## src/rtl/monitor_pkg.sv

```systemverilog
// Shared types and constants for the output-signature monitor.
// Holds the FSM encoding, MISR polynomial/seed and the fold slicing widths.
package monitor_pkg;

  typedef enum logic [1:0] {
    ST_IDLE  = 2'd0,
    ST_RUN   = 2'd1,
    ST_CHECK = 2'd2
  } mon_state_e;

  localparam logic [15:0] MISR_POLY = 16'h1021;
  localparam logic [15:0] MISR_SEED = 16'hFFFF;

  // fold = y[15:0] ^ {pad, x[5:0], y[22:16]}
  localparam int FOLD_W     = 16;
  localparam int Y_LO_W     = 16;
  localparam int Y_HI_W     = 7;
  localparam int X_FOLD_W   = 6;
  localparam int FOLD_PAD_W = FOLD_W - X_FOLD_W - Y_HI_W;

endpackage

```

## src/rtl/misr16_step.sv

```systemverilog
// One combinational MISR step: shift left with polynomial feedback, then
// absorb the folded controller vector.
module misr16_step
  import monitor_pkg::*;
#(
  parameter int               SIG_W = 16,
  parameter logic [SIG_W-1:0] POLY  = MISR_POLY
) (
  input  logic [SIG_W-1:0] sig,
  input  logic [SIG_W-1:0] fold,
  output logic [SIG_W-1:0] sig_next
);

  logic [SIG_W-1:0] feedback_s;

  assign feedback_s = sig[SIG_W-1] ? POLY : {SIG_W{1'b0}};
  assign sig_next   = ({sig[SIG_W-2:0], 1'b0} ^ feedback_s) ^ fold;

endmodule

```

## src/rtl/out_sig_monitor.sv

```systemverilog
// Controller output signature monitor: compacts a window of y/x transitions
// into a MISR signature, compares it with a golden value and watches zero runs.
module out_sig_monitor
  import monitor_pkg::*;
#(
  parameter int               Y_W      = 23,
  parameter int               X_W      = 6,
  parameter int               SIG_W    = 16,
  parameter int               ZERO_RUN = 3,
  parameter logic [SIG_W-1:0] POLY     = MISR_POLY,
  parameter logic [SIG_W-1:0] SEED     = MISR_SEED
) (
  input  logic             clk,
  input  logic             rst,
  input  logic             start,
  input  logic [7:0]       win_len,
  input  logic             in_valid,
  input  logic [Y_W-1:0]   y_vec,
  input  logic [X_W-1:0]   x_vec,
  input  logic [SIG_W-1:0] golden_sig,
  output logic             busy,
  output logic             done,
  output logic [SIG_W-1:0] sig,
  output logic             mismatch,
  output logic [7:0]       zero_cnt,
  output logic             alarm
);

  localparam logic [7:0] ZRUN_MAX = 8'(ZERO_RUN);

  mon_state_e       state_r,    state_nx_s;
  logic [SIG_W-1:0] sig_r,      sig_nx_s;
  logic [7:0]       zero_cnt_r, zero_cnt_nx_s;
  logic [7:0]       zrun_r,     zrun_nx_s;
  logic             alarm_r,    alarm_nx_s;
  logic             mismatch_r, mismatch_nx_s;
  logic             done_r,     done_nx_s;
  logic             busy_r,     busy_nx_s;
  logic [8:0]       beat_r,     beat_nx_s;
  logic [8:0]       win_r,      win_nx_s;

  logic [SIG_W-1:0] fold_s;
  logic [SIG_W-1:0] misr_next_s;
  logic [8:0]       beat_inc_s;
  logic             zrun_full_s;

  assign fold_s = y_vec[Y_LO_W-1:0]
                ^ {{FOLD_PAD_W{1'b0}}, x_vec[X_FOLD_W-1:0], y_vec[Y_LO_W+Y_HI_W-1:Y_LO_W]};

  misr16_step #(
    .SIG_W (SIG_W),
    .POLY  (POLY)
  ) u_misr (
    .sig      (sig_r),
    .fold     (fold_s),
    .sig_next (misr_next_s)
  );

  assign beat_inc_s  = beat_r + 9'd1;
  assign zrun_full_s = (zrun_r == ZRUN_MAX);

  // Next-state and next-output computation for the capture FSM.
  always_comb begin
    state_nx_s    = state_r;
    sig_nx_s      = sig_r;
    zero_cnt_nx_s = zero_cnt_r;
    zrun_nx_s     = zrun_r;
    // alarm trails the zero-run counter by one cycle and stays set
    alarm_nx_s    = alarm_r | zrun_full_s;
    mismatch_nx_s = mismatch_r;
    done_nx_s     = 1'b0;
    beat_nx_s     = beat_r;
    win_nx_s      = win_r;

    case (state_r)
      ST_IDLE: begin
        if (start) begin
          state_nx_s    = ST_RUN;
          sig_nx_s      = SEED;
          zero_cnt_nx_s = 8'd0;
          zrun_nx_s     = 8'd0;
          alarm_nx_s    = 1'b0;
          mismatch_nx_s = 1'b0;
          beat_nx_s     = 9'd0;
          win_nx_s      = (win_len == 8'd0) ? 9'd256 : {1'b0, win_len};
        end else begin
          state_nx_s = ST_IDLE;
        end
      end

      ST_RUN: begin
        if (in_valid) begin
          sig_nx_s  = misr_next_s;
          beat_nx_s = beat_inc_s;
          if (y_vec == {Y_W{1'b0}}) begin
            zero_cnt_nx_s = (zero_cnt_r == 8'hFF) ? 8'hFF : zero_cnt_r + 8'd1;
            zrun_nx_s     = (zrun_r >= ZRUN_MAX) ? ZRUN_MAX : zrun_r + 8'd1;
          end else begin
            zero_cnt_nx_s = zero_cnt_r;
            zrun_nx_s     = 8'd0;
          end
          if (beat_inc_s == win_r) begin
            state_nx_s = ST_CHECK;
            done_nx_s  = 1'b1;
          end else begin
            state_nx_s = ST_RUN;
            done_nx_s  = 1'b0;
          end
        end else begin
          state_nx_s = ST_RUN;
        end
      end

      ST_CHECK: begin
        mismatch_nx_s = (sig_r != golden_sig);
        state_nx_s    = ST_IDLE;
      end

      default: begin
        state_nx_s = ST_IDLE;
      end
    endcase

    busy_nx_s = (state_nx_s != ST_IDLE);
  end

  // State and output registers with asynchronous reset.
  always_ff @(posedge clk or posedge rst) begin
    if (rst) begin
      state_r    <= ST_IDLE;
      sig_r      <= SEED;
      zero_cnt_r <= 8'd0;
      zrun_r     <= 8'd0;
      alarm_r    <= 1'b0;
      mismatch_r <= 1'b0;
      done_r     <= 1'b0;
      busy_r     <= 1'b0;
      beat_r     <= 9'd0;
      win_r      <= 9'd0;
    end else begin
      state_r    <= state_nx_s;
      sig_r      <= sig_nx_s;
      zero_cnt_r <= zero_cnt_nx_s;
      zrun_r     <= zrun_nx_s;
      alarm_r    <= alarm_nx_s;
      mismatch_r <= mismatch_nx_s;
      done_r     <= done_nx_s;
      busy_r     <= busy_nx_s;
      beat_r     <= beat_nx_s;
      win_r      <= win_nx_s;
    end
  end

  assign busy     = busy_r;
  assign done     = done_r;
  assign sig      = sig_r;
  assign mismatch = mismatch_r;
  assign zero_cnt = zero_cnt_r;
  assign alarm    = alarm_r;

endmodule

```

## config.mk

```make
export PLATFORM = sky130hd
export DESIGN_NAME = out_sig_monitor
export DESIGN_NICKNAME = d
export VERILOG_FILES = /design/src/rtl/monitor_pkg.sv /design/src/rtl/misr16_step.sv /design/src/rtl/out_sig_monitor.sv
export SDC_FILE = /design/constraint.sdc
export NUM_CORES = 1
export LEC_CHECK = 0
export CELL_PAD_IN_SITES_DETAIL_PLACEMENT = 0
export CELL_PAD_IN_SITES_GLOBAL_PLACEMENT = 1
export CORE_MARGIN = 2
export CORE_UTILIZATION = 45
export CTS_CLUSTER_SIZE = 40
export DETAILED_ROUTE_END_ITERATION = 10
export DONT_BUFFER_PORTS = 1
export PLACE_DENSITY = 0.75
export SETUP_SLACK_MARGIN = 0.02
export SYNTH_ARGS = -nofsm -noshare
export SYNTH_HDL_FRONTEND = slang
export SYNTH_SLANG_ARGS = --single-unit
```

## constraint.sdc

```tcl
create_clock -name clk -period 2.1 [get_ports clk]
set_clock_uncertainty 0.15 [all_clocks]
set_input_delay 0.21 -clock clk [delete_from_list [all_inputs] [get_ports clk]]
set_output_delay 0.21 -clock clk [all_outputs]
set_load 0.05 [all_outputs]
```

==> metrics.txt, run 1 <==
crit path to=sig[10]; DP Wirelength=5610 µm; Post-Route WL=7600 µm; Worst Path Max Fanout=3; IO Pins=85; CTS root buf=clkbuf_8; CTS sink count=55; drt first pass iters=4; gp weighted congestion=0.807; Initial Utilization=0.464; final hold violations=0; Leakage=1.58 nW; Die X=87.5 µm; Routed WL per cell=16.7 µm; ANT nets after route=0; post-synthesis register bit count=55; Buffers on Ports=0; share of layout cells above drive strength 1=0.211; Synth Instances=320; unrepaired setup endpoints after global routing=no; DRT iter0 DRCs=104; commonest cells in the synthesized netlist=39 x dfrtp_1, 32 x nor2_1, 32 x xnor2_1, 28 x xor2_1, 23 x o21ai_0; Pwr Density=1300 nW/µm²; Main synth FF type=dfrtp_1; crit end category=register; Cell variety after synth=48; Min Hold Slack=9.02 ps; core area=6760 µm²; die area=7660 µm²; GRT overflow=0; Critical Path Start=sig[9]; synthesized area per cell=9.81 µm²; CTS tree=yes; first-pass GRT wire length=12300 µm; diodes inserted=0; DRC=0; CP Data Required Time=2190 ps; Die H=87.5 µm; crit path time final=1990 ps; Final Setup Violations=0; Inst Count DP=426; outcome=finished clean; critical path data arrival time=2080 ps; CP Class=reg2reg; Yosys warnings=0; total track usage=0.205; most frequent cell after synthesis=dfrtp_1; worst reg2reg startpoint=sig[9]; Synth top area share=0.311; number of setup buffers added after CTS=0; min-delay worst type=in2reg; H-tree Lvls=2; Post-synth ARST share=1.00; Post-synth EDFFs=0; crit share post-route=0.945; worst reg2reg endpoint=sig[10]; post-synthesis sequential area ratio=0.445; worst reg2reg path depth=5; P&R area growth vs syn=20.1%; via count=2557; Layout Cells excl Fill=454; fin util=0.558; syn nets=380; clk_lat worst skew=300 ps; Mapped Area=3140 µm²; Setup crit start kind=register; max_cap viols=0; worst slew pin tran=796 ps; FP Rows=30; Layout Nets=433; maximum VDD drop=0.537 mV; FMAX=504 MHz; Slew headroom=0.468; top area cells in the synthesized netlist=dfrtp_1 31%, dfstp_2 13%, xnor2_1 8.9%; initial antenna violation count=0; CTS max path bufs=2; r2r setup slk=110 ps; area leader, netlist=dfrtp_1; vias in the first global route=2606; Final Max Tran Viols=0; largest net degree at the start of global routing=22; Fin Setup TNS=0 ps; Num CTS Buffers=5; total power=0.00491 W; Vias/cell=5.63; Worst-path clk slew=100 ps
==> critical path, stage by stage (launching register included) <==
cell and delay (ps):
dfstp_2 550, buf_4 210, xor2_1 230, xnor2_1 90, dlygate4sd3_1 550, a21oi_1 140
==> stage by stage <==
stage | instance area, µm² | setup WS, ps
detailed placement | 3460 | 145
floorplan | 3140 | 35.8
finish | 3770 | 115
CTS | 3760 | 126
global route | 3770 | 27.3
global placement | 3460 | 205
==> report_power, final <==
group / switching [W] / internal (W) / leakage, nW
logic: 0.00152 / 0.000972 / 0.847
registers: 0.000309 / 0.00147 / 0.684
clock network: 0.000337 / 0.000302 / 0.0515
==> logic make-up (layout without fill, tap and decap cells) <==
group,Yosys count,after routing,synth area share
AOI/OAI and AO/OA,71,71,0.144
xor gates and xnor gates,60,60,0.167
adders and majority gates,3,3,0.0120
buffers and inverters,16,70,0.0235
DFF,55,55,0.445
muxes,7,7,0.0251
and+or+nand+nor,108,108,0.183
==> timing repair <==
item                                   4_1_cts  5_1_grt
endpoints found under the hold margin       36        0
setup endpoints to repair                    0        2
resized for setup                            0        3
hold buffers                                20        0
==> worst min path at each step <==
stage                     from     endpoint  slack (ps)  cells past startpoint
global route          y_vec[7]       sig[7]         0.8                      3
CTS                  y_vec[12]      sig[12]           5                      3
global placement           rst  zero_cnt[2]         -20                      1
detailed placement         rst  zero_cnt[2]         -20                      1
finish               y_vec[12]      sig[12]           9                      3
floorplan           win_len[2]     win_r[2]         180                      2
==> cell usage in the layout (no fill, tap or decap), types with 6 or more instances in the layout <==
| cell | count |
|---|---|
| nand4_1 | 7 |
| dfstp_2 | 16 |
| nor4_1 | 11 |
| a21oi_1 | 19 |
| nand2_1 | 22 |
| dlygate4sd3_1 | 20 |
| clkbuf_8 | 7 |
| nand3_1 | 9 |
| mux2_2 | 7 |
| xnor2_1 | 32 |
| o22a_1 | 6 |
| xor2_1 | 28 |
| nor2_1 | 32 |
| dfrtp_1 | 39 |
| buf_4 | 36 |
| and3_1 | 6 |
| o21ai_0 | 23 |
==> sequential cells by signal, summed over array words and instances (netlist names) <==
| name | flops |
|---|---|
| sig | 16 |
| beat_r | 9 |
| state_r | 1 |
| mismatch | 1 |
| zrun_r | 8 |
| done | 1 |
| busy | 1 |
| zero_cnt | 8 |
| alarm | 1 |
| win_r | 9 |
==> area by class of cell <==
cell class	instances	area, µm²
fillers	620	2990
well taps	80	100
inverters	6	22.5
repair buffers	56	470
multi-input cells	249	1680
flip-flops and latches	55	1400
clock buffers	8	100
==> metal layers <==
| layer | GRT usage | vias to the layer above | share of wire |
|---|---|---|---|
| met4 | 0.0434 | 0 | 0.0047 |
| met2 | 0.347 | 72 | 0.49 |
| li1 | - | 1238 | - |
| met5 | 0 | - | 0 |
| met1 | 0.271 | 1243 | 0.45 |
| met3 | 0.0455 | 4 | 0.049 |
Power figures use the tool's default switching activity.
==> run 2, diff against run 1 <==
--- a/config.mk
+++ b/config.mk
@@ -5,6 +5,7 @@
 export SDC_FILE = /design/constraint.sdc
 export NUM_CORES = 1
 export LEC_CHECK = 0
+export ABC_AREA = 1
 export CELL_PAD_IN_SITES_DETAIL_PLACEMENT = 0
 export CELL_PAD_IN_SITES_GLOBAL_PLACEMENT = 1
 export CORE_MARGIN = 2
@@ -12,7 +13,7 @@
 export CTS_CLUSTER_SIZE = 40
 export DETAILED_ROUTE_END_ITERATION = 10
 export DONT_BUFFER_PORTS = 1
-export PLACE_DENSITY = 0.75
+export PLACE_DENSITY = 0.78
 export SETUP_SLACK_MARGIN = 0.02
 export SYNTH_ARGS = -nofsm -noshare
 export SYNTH_HDL_FRONTEND = slang
==> metrics.txt, run 2 <==
outcome=finished clean (unchanged); DRT iter0 DRCs=76 (was 104); Post-Route WL=7590 µm (was 7600 µm); IO Pins=85 (unchanged); worst slew pin tran=519 ps (was 796 ps); diodes inserted=0 (unchanged); Pwr Density=1260 nW/µm² (was 1300 nW/µm²); Fin Setup TNS=0 ps (unchanged); Post-synth EDFFs=0 (unchanged); Worst Path Max Fanout=2 (was 3); CTS tree=yes (unchanged); clk_lat worst skew=310 ps (was 300 ps); top area cells in the synthesized netlist=dfrtp_1 29%, dfstp_2 13%, nand2_1 11% (was dfrtp_1 31%, dfstp_2 13%, xnor2_1 8.9%); core area=7180 µm² (was 6760 µm²); Critical Path Start=sig[2] (was sig[9]); CTS max path bufs=2 (unchanged); drt first pass iters=5 (was 4); most frequent cells in the layout=101 x nand2_1, 57 x inv_1, 39 x dfrtp_1 (was 39 x dfrtp_1, 36 x buf_4, 32 x xnor2_1, 32 x nor2_1, 28 x xor2_1); Final Setup Violations=0 (unchanged); Min Hold Slack=9.06 ps (was 9.02 ps); die area=8060 µm² (was 7660 µm²); synthesized area per cell=8.03 µm² (was 9.81 µm²); Final Max Tran Viols=0 (unchanged); area leader, netlist=dfrtp_1 (unchanged); critical path data arrival time=2040 ps (was 2080 ps); crit end category=register (unchanged); Setup crit start kind=register (unchanged); Synth top area share=0.295 (was 0.311); Layout Nets=522 (was 433); via count=2728 (was 2557); Post-synth ARST share=1.00 (unchanged); DP Wirelength=5540 µm (was 5610 µm); initial antenna violation count=0 (unchanged); min-delay worst type=in2reg (unchanged); Num CTS Buffers=5 (unchanged); most frequent cell after synthesis=nand2_1 (was dfrtp_1); max FFs per register=16 (unchanged); crit path time final=1950 ps (was 1990 ps); Cell variety after synth=45 (was 48); CP Data Required Time=2190 ps (about the same); unrepaired setup endpoints after global routing=no (unchanged); Routed WL per cell=13.5 µm (was 16.7 µm); Die X=89.8 µm (was 87.5 µm); first-pass GRT wire length=13000 µm (was 12300 µm); syn nets=472 (was 380); maximum VDD drop=0.509 mV (was 0.537 mV); vias in the first global route=2681 (was 2606); FMAX=513 MHz (was 504 MHz); FP Rows=31 (was 30); CTS sink count=55 (unchanged); Hold Startpoint=x_vec[0] (was y_vec[12]); Worst-path clk slew=100 ps (about the same); CTS root buf=clkbuf_8 (unchanged); DRC=0 (unchanged); H-tree Lvls=2 (unchanged); Initial Utilization=0.461 (was 0.464); crit share post-route=0.928 (was 0.945); post-synthesis sequential area ratio=0.422 (was 0.445); Vias/cell=4.85 (was 5.63); P&R area growth vs syn=17.9% (was 20.1%); Leakage=1.87 nW (was 1.58 nW); final hold violations=0 (unchanged); total power=0.00491 W (about the same); largest net degree at the start of global routing=56 (was 22); gp weighted congestion=0.756 (was 0.807); Yosys warnings=0 (unchanged); commonest non-fill, non-tap cell in the layout=nand2_1 (was dfrtp_1); worst reg2reg startpoint=sig[2] (was sig[9]); Synth Instances=412 (was 320); Mapped Area=3310 µm² (was 3140 µm²); Main synth FF type=dfrtp_1 (unchanged); CP Class=reg2reg (unchanged); total track usage=0.199 (was 0.205); Slew headroom=0.654 (was 0.468); ANT nets after route=0 (unchanged); Buffers on Ports=0 (unchanged); post-synthesis register bit count=55 (unchanged); GRT overflow=0 (unchanged); commonest cells in the synthesized netlist=101 x nand2_1, 58 x inv_1, 39 x dfrtp_1, 34 x nor2_1, 22 x o21ai_0 (was 39 x dfrtp_1, 32 x nor2_1, 32 x xnor2_1, 28 x xor2_1, 23 x o21ai_0); Die H=89.8 µm (was 87.5 µm); max_cap viols=0 (unchanged); share of layout cells above drive strength 1=0.181 (was 0.211)
run 2: cell count changes in the layout (fill, tap and decap cells not counted), moves of 7 or more:
cell | before | now
mux2_2 | 7 | 0
inv_1 | 5 | 57
nand2_1 | 22 | 101
xnor2_1 | 32 | 20
buf_4 | 36 | 27
xor2_1 | 28 | 7
o22ai_1 | 1 | 13
nor4_1 | 11 | 2
run 2: worst paths after layout:
check,end,slack (ps),cells after the start
max,sig[3],150,6
max reg2reg,sig[3],150,6
min reg2reg,zrun_r[3],350,2
max in group asynchronous,sig[0],1260,3
min,sig[7],9,3
min in group asynchronous,zero_cnt[3],250,3
run 2: power by group:
group | switching (W) | internal (W) | total, W
combinational | 0.00158 | 0.000897 | 0.00247
sequential | 0.000370 | 0.00150 | 0.00187
clock | 0.000339 | 0.000235 | 0.000575
run 2: metal layers:
| metal | wire [µm] | track usage |
|---|---|---|
| met1 | 3400 | 0.257 |
| met2 | 3590 | 0.333 |
| met3 | 514 | 0.0536 |
| met4 | 87 | 0.0474 |
| met5 | 0 | 0 |
run 2: worst max-delay path, stage by stage, from the launching register on:
cell and delay, ps:
dfstp_2 540, buf_4 210, xnor2_1 110, o21ai_0 150, a21oi_1 50, dlygate4sd3_1 560
a21oi_1 120
run 2: cells by family after synthesis:
kind of cell | Yosys count | share of synthesized area
flip-flops | 55 | 0.422
buffers and inverters | 69 | 0.0858
AO/OA/AOI/OAI | 65 | 0.115
AND/OR/NAND/NOR | 192 | 0.287
XOR/XNOR | 28 | 0.0783
adder cells (fa/ha/maj) | 3 | 0.0113
run 2: layout make-up:
type                            count  area [µm²]
Fill cell                         667        3270
Multi-Input combinational cell    288        1630
Sequential cell                    55        1400
Timing Repair Buffer               48         424
Inverter                           64         248
Tap cell                           99         124
Clock buffer                        7        76.3
Clock inverter                      1        5.00
run 2: timing repair:
item,in CTS,in global routing
gates resized for setup,0,1
endpoints found under the hold margin,70,0
setup buffers,0,4
hold buffers,19,0
setup endpoints to repair,0,3
run 2: metrics by stage:
| stage | cell area, µm² | utilization | worst slack [ps] | instances |
|---|---|---|---|---|
| after detailed placement | 3600 | 0.501 | 353 | 531 |
| after floorplan | 3310 | - | 245 | 412 |
| after CTS | 3870 | 0.539 | 84.4 | 558 |
| after global placement | 3600 | 0.501 | 379 | 531 |
| after global routing | 3900 | 0.544 | 30.4 | 562 |
| final | 3900 | 0.544 | 151 | 562 |
